--- src/rtl/pwm_motor_drive.sv ---
// Dual-channel H-bridge PWM driver: shared prescaler/256-step counter, per-channel IDLE/RUN(/DEAD) FSM.
// Optional macro PWM_DEADTIME_EN builds the DEAD state that forces whole off-periods on direction reversal.
module pwm_motor_drive #(
   parameter int DIV          = 390,
   parameter int DEAD_PERIODS = 4
) (
   input  logic       PCLK,
   input  logic       PRESERN,
   input  logic [7:0] PWM_DUTY_R,
   input  logic [7:0] PWM_DUTY_L,
   input  logic       PWM_EN_R,
   input  logic       PWM_EN_L,
   input  logic       PWM_DIR_R,
   input  logic       PWM_DIR_L,
   output logic       R_IN1,
   output logic       R_IN2,
   output logic       L_IN1,
   output logic       L_IN2,
   output logic       PERIOD_TICK
);

   localparam logic [15:0] PRESC_LAST = 16'(DIV - 1);
   localparam logic [1:0]  ST_IDLE    = 2'd0;
   localparam logic [1:0]  ST_RUN     = 2'd1;
`ifdef PWM_DEADTIME_EN
   localparam logic [1:0]  ST_DEAD    = 2'd2;
   localparam logic [3:0]  DEAD_LOAD  = 4'(DEAD_PERIODS);
`endif

   if (DIV < 1 || DIV > 65535) begin : g_bad_div
      $error("pwm_motor_drive: DIV out of range 1..65535");
   end
   if (DEAD_PERIODS < 1 || DEAD_PERIODS > 15) begin : g_bad_dead
      $error("pwm_motor_drive: DEAD_PERIODS out of range 1..15");
   end

   logic [15:0] presc_reg;
   logic [7:0]  cnt_reg;
   logic        period_tick_reg;
   logic        tick;
   logic        boundary;

   assign tick     = (presc_reg == PRESC_LAST);
   assign boundary = tick && (cnt_reg == 8'hFF);

   always_ff @(posedge PCLK) begin
      if (!PRESERN) begin
         presc_reg       <= '0;
         cnt_reg         <= '0;
         period_tick_reg <= 1'b0;
      end else begin
         presc_reg       <= tick ? 16'd0 : presc_reg + 16'd1;
         if (tick) begin
            cnt_reg <= cnt_reg + 8'd1;
         end
         period_tick_reg <= boundary;
      end
   end

   assign PERIOD_TICK = period_tick_reg;

   // Channel index 0 is the right motor, 1 is the left motor.
   logic [7:0] duty_in [2];
   logic [1:0] en_in;
   logic [1:0] dir_in;
   logic [1:0] in1_out;
   logic [1:0] in2_out;

   assign duty_in[0] = PWM_DUTY_R;
   assign duty_in[1] = PWM_DUTY_L;
   assign en_in      = {PWM_EN_L, PWM_EN_R};
   assign dir_in     = {PWM_DIR_L, PWM_DIR_R};

   for (genvar gi = 0; gi < 2; gi++) begin : g_ch
      logic [1:0] state_reg, state_next;
      logic [7:0] duty_reg, duty_next;
      logic       dir_reg, dir_next;
      logic       in1_reg, in2_reg;
      logic       level;
`ifdef PWM_DEADTIME_EN
      logic [3:0] dcnt_reg, dcnt_next;
`endif

      assign level = (cnt_reg < duty_reg);

      // Shadows and state move only in the boundary cycle; the new values take effect with CNT=0.
      always_comb begin
         state_next = state_reg;
         duty_next  = duty_reg;
         dir_next   = dir_reg;
`ifdef PWM_DEADTIME_EN
         dcnt_next  = dcnt_reg;
`endif
         if (boundary) begin
            case (state_reg)
               ST_IDLE: begin
                  if (en_in[gi]) begin
                     state_next = ST_RUN;
                     duty_next  = duty_in[gi];
                     dir_next   = dir_in[gi];
                  end
               end
               ST_RUN: begin
                  if (!en_in[gi]) begin
                     state_next = ST_IDLE;
                     duty_next  = 8'd0;
                  end else if (dir_in[gi] == dir_reg) begin
                     duty_next = duty_in[gi];
                  end else begin
`ifdef PWM_DEADTIME_EN
                     state_next = ST_DEAD;
                     dcnt_next  = DEAD_LOAD;
`else
                     duty_next  = duty_in[gi];
                     dir_next   = dir_in[gi];
`endif
                  end
               end
`ifdef PWM_DEADTIME_EN
               ST_DEAD: begin
                  if (!en_in[gi]) begin
                     state_next = ST_IDLE;
                     duty_next  = 8'd0;
                     dcnt_next  = 4'd0;
                  end else if (dcnt_reg <= 4'd1) begin
                     state_next = ST_RUN;
                     duty_next  = duty_in[gi];
                     dir_next   = dir_in[gi];
                     dcnt_next  = 4'd0;
                  end else begin
                     dcnt_next = dcnt_reg - 4'd1;
                  end
               end
`endif
               default: begin
                  state_next = ST_IDLE;
                  duty_next  = 8'd0;
               end
            endcase
         end
      end

      always_ff @(posedge PCLK) begin
         if (!PRESERN) begin
            state_reg <= ST_IDLE;
            duty_reg  <= '0;
            dir_reg   <= 1'b0;
            in1_reg   <= 1'b0;
            in2_reg   <= 1'b0;
`ifdef PWM_DEADTIME_EN
            dcnt_reg  <= '0;
`endif
         end else begin
            state_reg <= state_next;
            duty_reg  <= duty_next;
            dir_reg   <= dir_next;
`ifdef PWM_DEADTIME_EN
            dcnt_reg  <= dcnt_next;
`endif
            // Legs are mutually exclusive by construction: only one is gated by dir_reg.
            in1_reg   <= (state_reg == ST_RUN) && !dir_reg && level;
            in2_reg   <= (state_reg == ST_RUN) &&  dir_reg && level;
         end
      end

      assign in1_out[gi] = in1_reg;
      assign in2_out[gi] = in2_reg;
   end

   assign R_IN1 = in1_out[0];
   assign R_IN2 = in2_out[0];
   assign L_IN1 = in1_out[1];
   assign L_IN2 = in2_out[1];

endmodule

--- config.mk ---
export PLATFORM = sky130hd
export DESIGN_NAME = pwm_motor_drive
export DESIGN_NICKNAME = d
export VERILOG_FILES = /design/src/rtl/pwm_motor_drive.sv
export SDC_FILE = /design/constraint.sdc
export NUM_CORES = 1
export LEC_CHECK = 0
export ABC_AREA = 1
export CAP_MARGIN = 20
export CORE_MARGIN = 1.5
export CORE_UTILIZATION = 45
export CTS_CLUSTER_SIZE = 16
export DETAILED_ROUTE_END_ITERATION = 10
export PLACE_DENSITY = 0.66
export SLEW_MARGIN = 20
export SYNTH_ARGS = -nofsm -noshare
export SYNTH_HDL_FRONTEND = slang
export SYNTH_SLANG_ARGS = --single-unit
--- constraint.sdc ---
create_clock -name PCLK -period 2.2 [get_ports PCLK]
set_clock_uncertainty 0.2 [all_clocks]
set_input_delay 0.22 -clock PCLK [delete_from_list [all_inputs] [get_ports PCLK]]
set_output_delay 0.22 -clock PCLK [all_outputs]
set_load 0.01 [all_outputs]
==> impl_metrics.json, run 1 <==
{
  "status": "finished clean",
  "synthXorXnorAreaFrac": 0.0156,
  "rrSetupSlack_ns": 0.37,
  "drive_gt1_frac": 0.0721,
  "yosysMostFrequentCell": "nor2_1",
  "ys_warn_count": 0,
  "period_share": 0.833,
  "crit_required_ns": 2.20,
  "slew_headroom": 0.688,
  "clock_path_buffers": 2,
  "end_kind": "register",
  "core-area_um2": 5960,
  "ios": 27,
  "wl_um": 5350,
  "rows": 28,
  "worstHoldStart": "presc_reg[0]",
  "synth_common_cells": "nor2_1, inv_1, dfxtp_1, nand2_1",
  "reg2reg_to": "g_ch[1].duty_reg[5]",
  "die_h_um": 81.9,
  "cts_tree": "built",
  "num-fill-cells": 628,
  "timing.rr.start": "cnt_reg[1]",
  "hpwl_um": 4250,
  "syn_area_per_cell_um2": 7.03,
  "cp.arrival_ns": 1.83,
  "criticalPathCategory": "reg2reg",
  "power_density_nw_per_um2": 468,
  "min_to": "presc_reg[0]",
  "avgViaCountPerCell": 4.77,
  "grt_use_total": 0.185,
  "synth_edf_count": 0,
  "die-area_um2": 6700,
  "area_growth_pct": 15.2,
  "wl_per_cell_um": 10.6,
  "setup_viol": 0,
  "synth_top_family_by_area": "simple AND/OR/NAND/NOR gates",
  "fin_crit_ns": 1.83,
  "yosysSeqAreaShare": 0.350,
  "antennaDiodeCount": 0,
  "grt_pass1_vias": 2220,
  "routabilityCongestion": 0.842,
  "clock-root-buffer": "clkbuf_8",
  "drc": 0,
  "hp-class": "reg2reg",
  "slew_violations": 0,
  "grt_pass1_wl_um": 9610,
  "rsz0062_at_grt": "no",
  "synthSimpleGateAreaFrac": 0.353,
  "reg2reg_depth": 8,
  "maxCapViolCount": 0,
  "finalInstanceArea_um2": 3220,
  "grt_antenna_before_repair": 0,
  "post_cts_buffers": 0,
  "clock_sinks": 49,
  "die_w_um": 81.9,
  "dr.pass1.iters": 4,
  "synth_area_um2": 2800,
  "synth_area_leaders": "dfxtp_1, nor2_1, ha_1",
  "cts_resized": 0,
  "cp_max_fo": 10,
  "hold_buffers": 0,
  "synth_adder_area_share": 0.0939,
  "clk_latency_ns": 0.30,
  "place_area_um2": 3140,
  "synthMuxAreaShare": 0,
  "synth-seq-cells": 49,
  "drt_iter0_drc": 74,
  "initial_core_util": 0.470,
  "multiInputGateArea_um2": 1540,
  "p_leak_nw": 1.32,
  "synthFlopType": "dfxtp_1",
  "yosysTopAreaCell": "dfxtp_1",
  "async_flop_share": 0,
  "overflow": 0,
  "tns_ns": 0,
  "synth_top_area_frac": 0.350,
  "drt.antenna.violating_nets": 0,
  "regArea_um2": 981,
  "clk_pin_slew_worst_paths_ns": 0.08,
  "grt_max_degree": 17,
  "min_path_cells": 1,
  "vias": 2408,
  "timing.fmax_mhz": 546,
  "critPathLaunchType": "register",
  "htreeDepth": 2,
  "cts_buffers": 5,
  "io_buffers": 26,
  "finalHoldViolCount": 0,
  "synth_cell_types": 33,
  "synth_fp_nets": 441,
  "tightestPinTransition_ns": 0.466,
  "ir_worst_vdd_mv": 0.298,
  "fin_nets": 472,
  "netlist_instances": 398,
  "synth_compound_area_frac": 0.0858
}
layer usage:
metal | part of all wire | vias up | global-route usage | routed length, um
met4 | 0.016 | 0 | 0.0678 | 87
li1 | - | 1318 | - | -
met1 | 0.50 | 1057 | 0.240 | 2700
met2 | 0.45 | 26 | 0.309 | 2420
met3 | 0.025 | 7 | 0.0300 | 135
met5 | 0 | - | 0 | 0
critical path: stages, from the launching register on:
cell and delay (ns):
dfxtp_1 0.41, ha_1 0.22, nand2_1 0.09, nor2_1 0.10, nand2_1 0.14, inv_2 0.13, nand4_4 0.17, o21ai_0 0.21
nor2_1 0.05
logic make-up after synthesis:
group | Yosys count
AOI/OAI and AO/OA | 46
xor gates and xnor gates | 5
adders and majority gates | 21
buffers and inverters | 70
DFF | 49
and+or+nand+nor | 207
where the power goes:
part	switching [mW]	internal (mW)	total [mW]
clock	0.286	0.227	0.513
sequential	0.00529	0.890	0.896
combinational	0.0452	0.0543	0.0995
total	0.337	1.17	1.51
cell type report:
cell class / instances / share of cell area
multi-input combinational: 279 / 0.476
sequential: 49 / 0.304
timing repair buffer: 28 / 0.0854
inverter: 66 / 0.0803
tap: 75 / 0.0291
clock buffer: 8 / 0.0248
worst max-delay path by stage:
stage | cells after the start | endpoint | from
2_1_floorplan | 8 | g_ch[0].duty_reg[0] | cnt_reg[1]
3_3_place_gp | 7 | g_ch[0].duty_reg[3] | PWM_EN_R
3_5_place_dp | 7 | g_ch[1].duty_reg[5] | PWM_EN_L
4_1_cts | 8 | g_ch[1].duty_reg[5] | cnt_reg[1]
5_1_grt | 8 | g_ch[0].duty_reg[1] | cnt_reg[1]
6_report | 8 | g_ch[1].duty_reg[5] | cnt_reg[1]
metrics by stage:
step	total power [mW]	std cells	utilization	hold WS, ns	setup slack (ns)
floorplan	0.968	398	-	0.194	0.557
global placement	1.02	497	0.528	0.260	0.353
detailed placement	1.02	497	0.528	0.272	0.338
CTS	1.53	505	0.541	0.291	0.366
global route	1.58	505	0.541	0.311	0.0863
finish	1.51	505	0.541	0.284	0.367
cell usage in the layout (no fill, tap or decap), types with 5 or more instances in the layout:
master	netlist	routed
o21ai_0	21	21
inv_1	62	62
nor2_1	103	103
ha_1	21	21
nand2_1	49	49
nand4_1	9	9
nor3_1	10	10
clkbuf_8	0	5
clkdlybuf4s50_1	0	26
a21oi_1	20	20
dfxtp_1	49	49
nand3_1	14	14
(Power assumes the default switching activity.)
==> run 2: changes to the inputs <==
--- a/config.mk
+++ b/config.mk
@@ -11,7 +11,7 @@
 export CORE_UTILIZATION = 45
 export CTS_CLUSTER_SIZE = 16
 export DETAILED_ROUTE_END_ITERATION = 10
-export PLACE_DENSITY = 0.66
+export PLACE_DENSITY = 0.69
 export SLEW_MARGIN = 20
 export SYNTH_ARGS = -nofsm -noshare
 export SYNTH_HDL_FRONTEND = slang
==> constraint.sdc (replaced) <==
create_clock -name PCLK -period 1.6 [get_ports PCLK]
set_clock_uncertainty 0.2 [all_clocks]
set_input_delay 0.16 -clock PCLK [delete_from_list [all_inputs] [get_ports PCLK]]
set_output_delay 0.16 -clock PCLK [all_outputs]
set_load 0.01 [all_outputs]
==> run 2 against run 1 <==
  * First-iteration DRC count increased by 140%
  * Critical path type unchanged
  * Via count increased by 16%
  * The run now ends with negative setup slack left
  * Combinational power increased by 110%
==> impl_metrics.json, run 2 (same netlist as run 1, synthesis figures left out) <==
{
  "status": "complete, but fails checks",
  "failed_checks": "negative setup slack",
  "ir_worst_vdd_mv": 0.440,
  "crit_required_ns": 1.64,
  "maxCapViolCount": 0,
  "hp-class": "reg2reg",
  "p_leak_nw": 1.75,
  "hold_buffers": 0,
  "end_kind": "register",
  "final_cell_count_no_fill": 566,
  "grt_antenna_before_repair": 0,
  "slew_headroom": 0.826,
  "hold_ws_ns": 0.274,
  "io_buffers": 26,
  "finalHoldViolCount": 0,
  "worstHoldStart": "g_ch[1].duty_reg[7]",
  "drc": 0,
  "hpwl_um": 4620,
  "antennaDiodeCount": 0,
  "grt_use_total": 0.203,
  "clk_latency_ns": 0.31,
  "dr.pass1.iters": 4,
  "num-fill-cells": 504,
  "min_path_cells": 2,
  "avgViaCountPerCell": 4.94,
  "grt_pass1_vias": 2458,
  "rows": 28,
  "overflow": 0,
  "period_share": 1.06,
  "cts_tree": "built",
  "reg2reg_to": "presc_reg[15]",
  "min_to": "g_ch[1].duty_reg[7]",
  "final_common_cell": "nor2_1",
  "timing.rr.start": "presc_reg[5]",
  "vias": 2796,
  "critPathLaunchType": "register",
  "area_growth_pct": 43.9,
  "drt.antenna.violating_nets": 0,
  "die_w_um": 81.9,
  "clock_sinks": 49,
  "routabilityCongestion": 0.853,
  "fin_crit_ns": 1.69,
  "grt_pass1_wl_um": 10500,
  "wl_um": 7080,
  "setup_ws_ns": -0.0933,
  "reg2reg_depth": 7,
  "tightestPinTransition_ns": 0.260,
  "clock-root-buffer": "clkbuf_8",
  "fin_nets": 533,
  "power_density_nw_per_um2": 536,
  "initial_core_util": 0.470,
  "grt_max_degree": 14,
  "cp.arrival_ns": 1.73,
  "die_h_um": 81.9,
  "finalInstanceArea_um2": 4030,
  "place_inst": 544,
  "drive_gt1_frac": 0.310,
  "rsz0062_at_grt": "yes",
  "place_area_um2": 3520,
  "clk_pin_slew_worst_paths_ns": 0.09,
  "setup_viol": 21,
  "final_util": 0.676,
  "cts_buffers": 5,
  "wl_per_cell_um": 12.5,
  "rrSetupSlack_ns": -0.09,
  "die-area_um2": 6700,
  "drt_iter0_drc": 181,
  "criticalPathCategory": "reg2reg",
  "cp_max_fo": 5,
  "slew_violations": 0,
  "core-area_um2": 5960,
  "final_cell_mix": "nor2_1, inv_1, buf_4",
  "htreeDepth": 2,
  "clock_path_buffers": 2,
  "ios": 27,
  "timing.fmax_mhz": 591
}
==> run 2: cell count changes in the layout (fill, tap and decap cells not counted), sizes merged <==
| cell | before | now |
|---|---|---|
| buf | 2 | 61 |
| nand4 | 11 | 13 |
==> run 2: cell type report <==
cell class | instances | area [um2] | share of cell area
Multi-Input combinational cell | 281 | 1800 | 0.446
Clock buffer | 8 | 80.1 | 0.0199
Timing Repair Buffer | 87 | 783 | 0.195
Tap cell | 75 | 93.8 | 0.0233
Inverter | 66 | 268 | 0.0665
Sequential cell | 49 | 1010 | 0.250
==> run 2: through the flow <==
step	power [mW]	setup TNS [ns]	setup slack [ns]
after global placement	1.42	-2.60	-0.122
after detailed placement	1.43	-3.33	-0.169
after floorplan	1.33	0	0.0210
final	2.16	-0.480	-0.0933
after CTS	2.15	-0.931	-0.0646
after global routing	2.23	-2.68	-0.171
==> run 2: worst max-delay path by stage <==
stage                     slack, ns                   to  cells after the start          from
final                         -0.09        presc_reg[15]                      7  presc_reg[5]
after global routing          -0.17        presc_reg[15]                      7  presc_reg[5]
after CTS                     -0.06      g_ch[1].dir_reg                      9  presc_reg[1]
after detailed placement      -0.17  g_ch[0].duty_reg[0]                      7      PWM_EN_R
after global placement        -0.12  g_ch[0].duty_reg[0]                      7      PWM_EN_R
after floorplan                0.02      g_ch[1].dir_reg                      8  presc_reg[0]
==> run 2: layer usage <==
layer | GRT usage | share of wire | up-vias
met5 | 0 | 0 | -
met4 | 0.0627 | 0.021 | 0
met3 | 0.0389 | 0.051 | 15
met2 | 0.343 | 0.50 | 60
met1 | 0.260 | 0.42 | 1267
li1 | - | - | 1454
==> run 2: power breakdown <==
part           switching, mW  leakage, nW  internal [mW]
sequential           0.00704        0.403           1.22
combinational         0.0893         1.30          0.118
clock                  0.411       0.0395          0.312
total                  0.507         1.75           1.65
==> run 2: repair_timing <==
item                                    4_1_cts  5_1_grt
pin swaps                                    14       32
endpoints found under the setup margin       42       43
gates cloned                                  2        0
gates resized for setup                      19       67
buffers inserted                              5        7
==> run 2: worst max-delay path, cell delays in order, from the launching register on <==
cell	delay, ns
dfxtp_1	0.39
buf_4	0.15
nand2_1	0.11
nor3_4	0.28
nand2_2	0.14
nor2_1	0.12
nor2_1	0.07
nor3_2	0.18
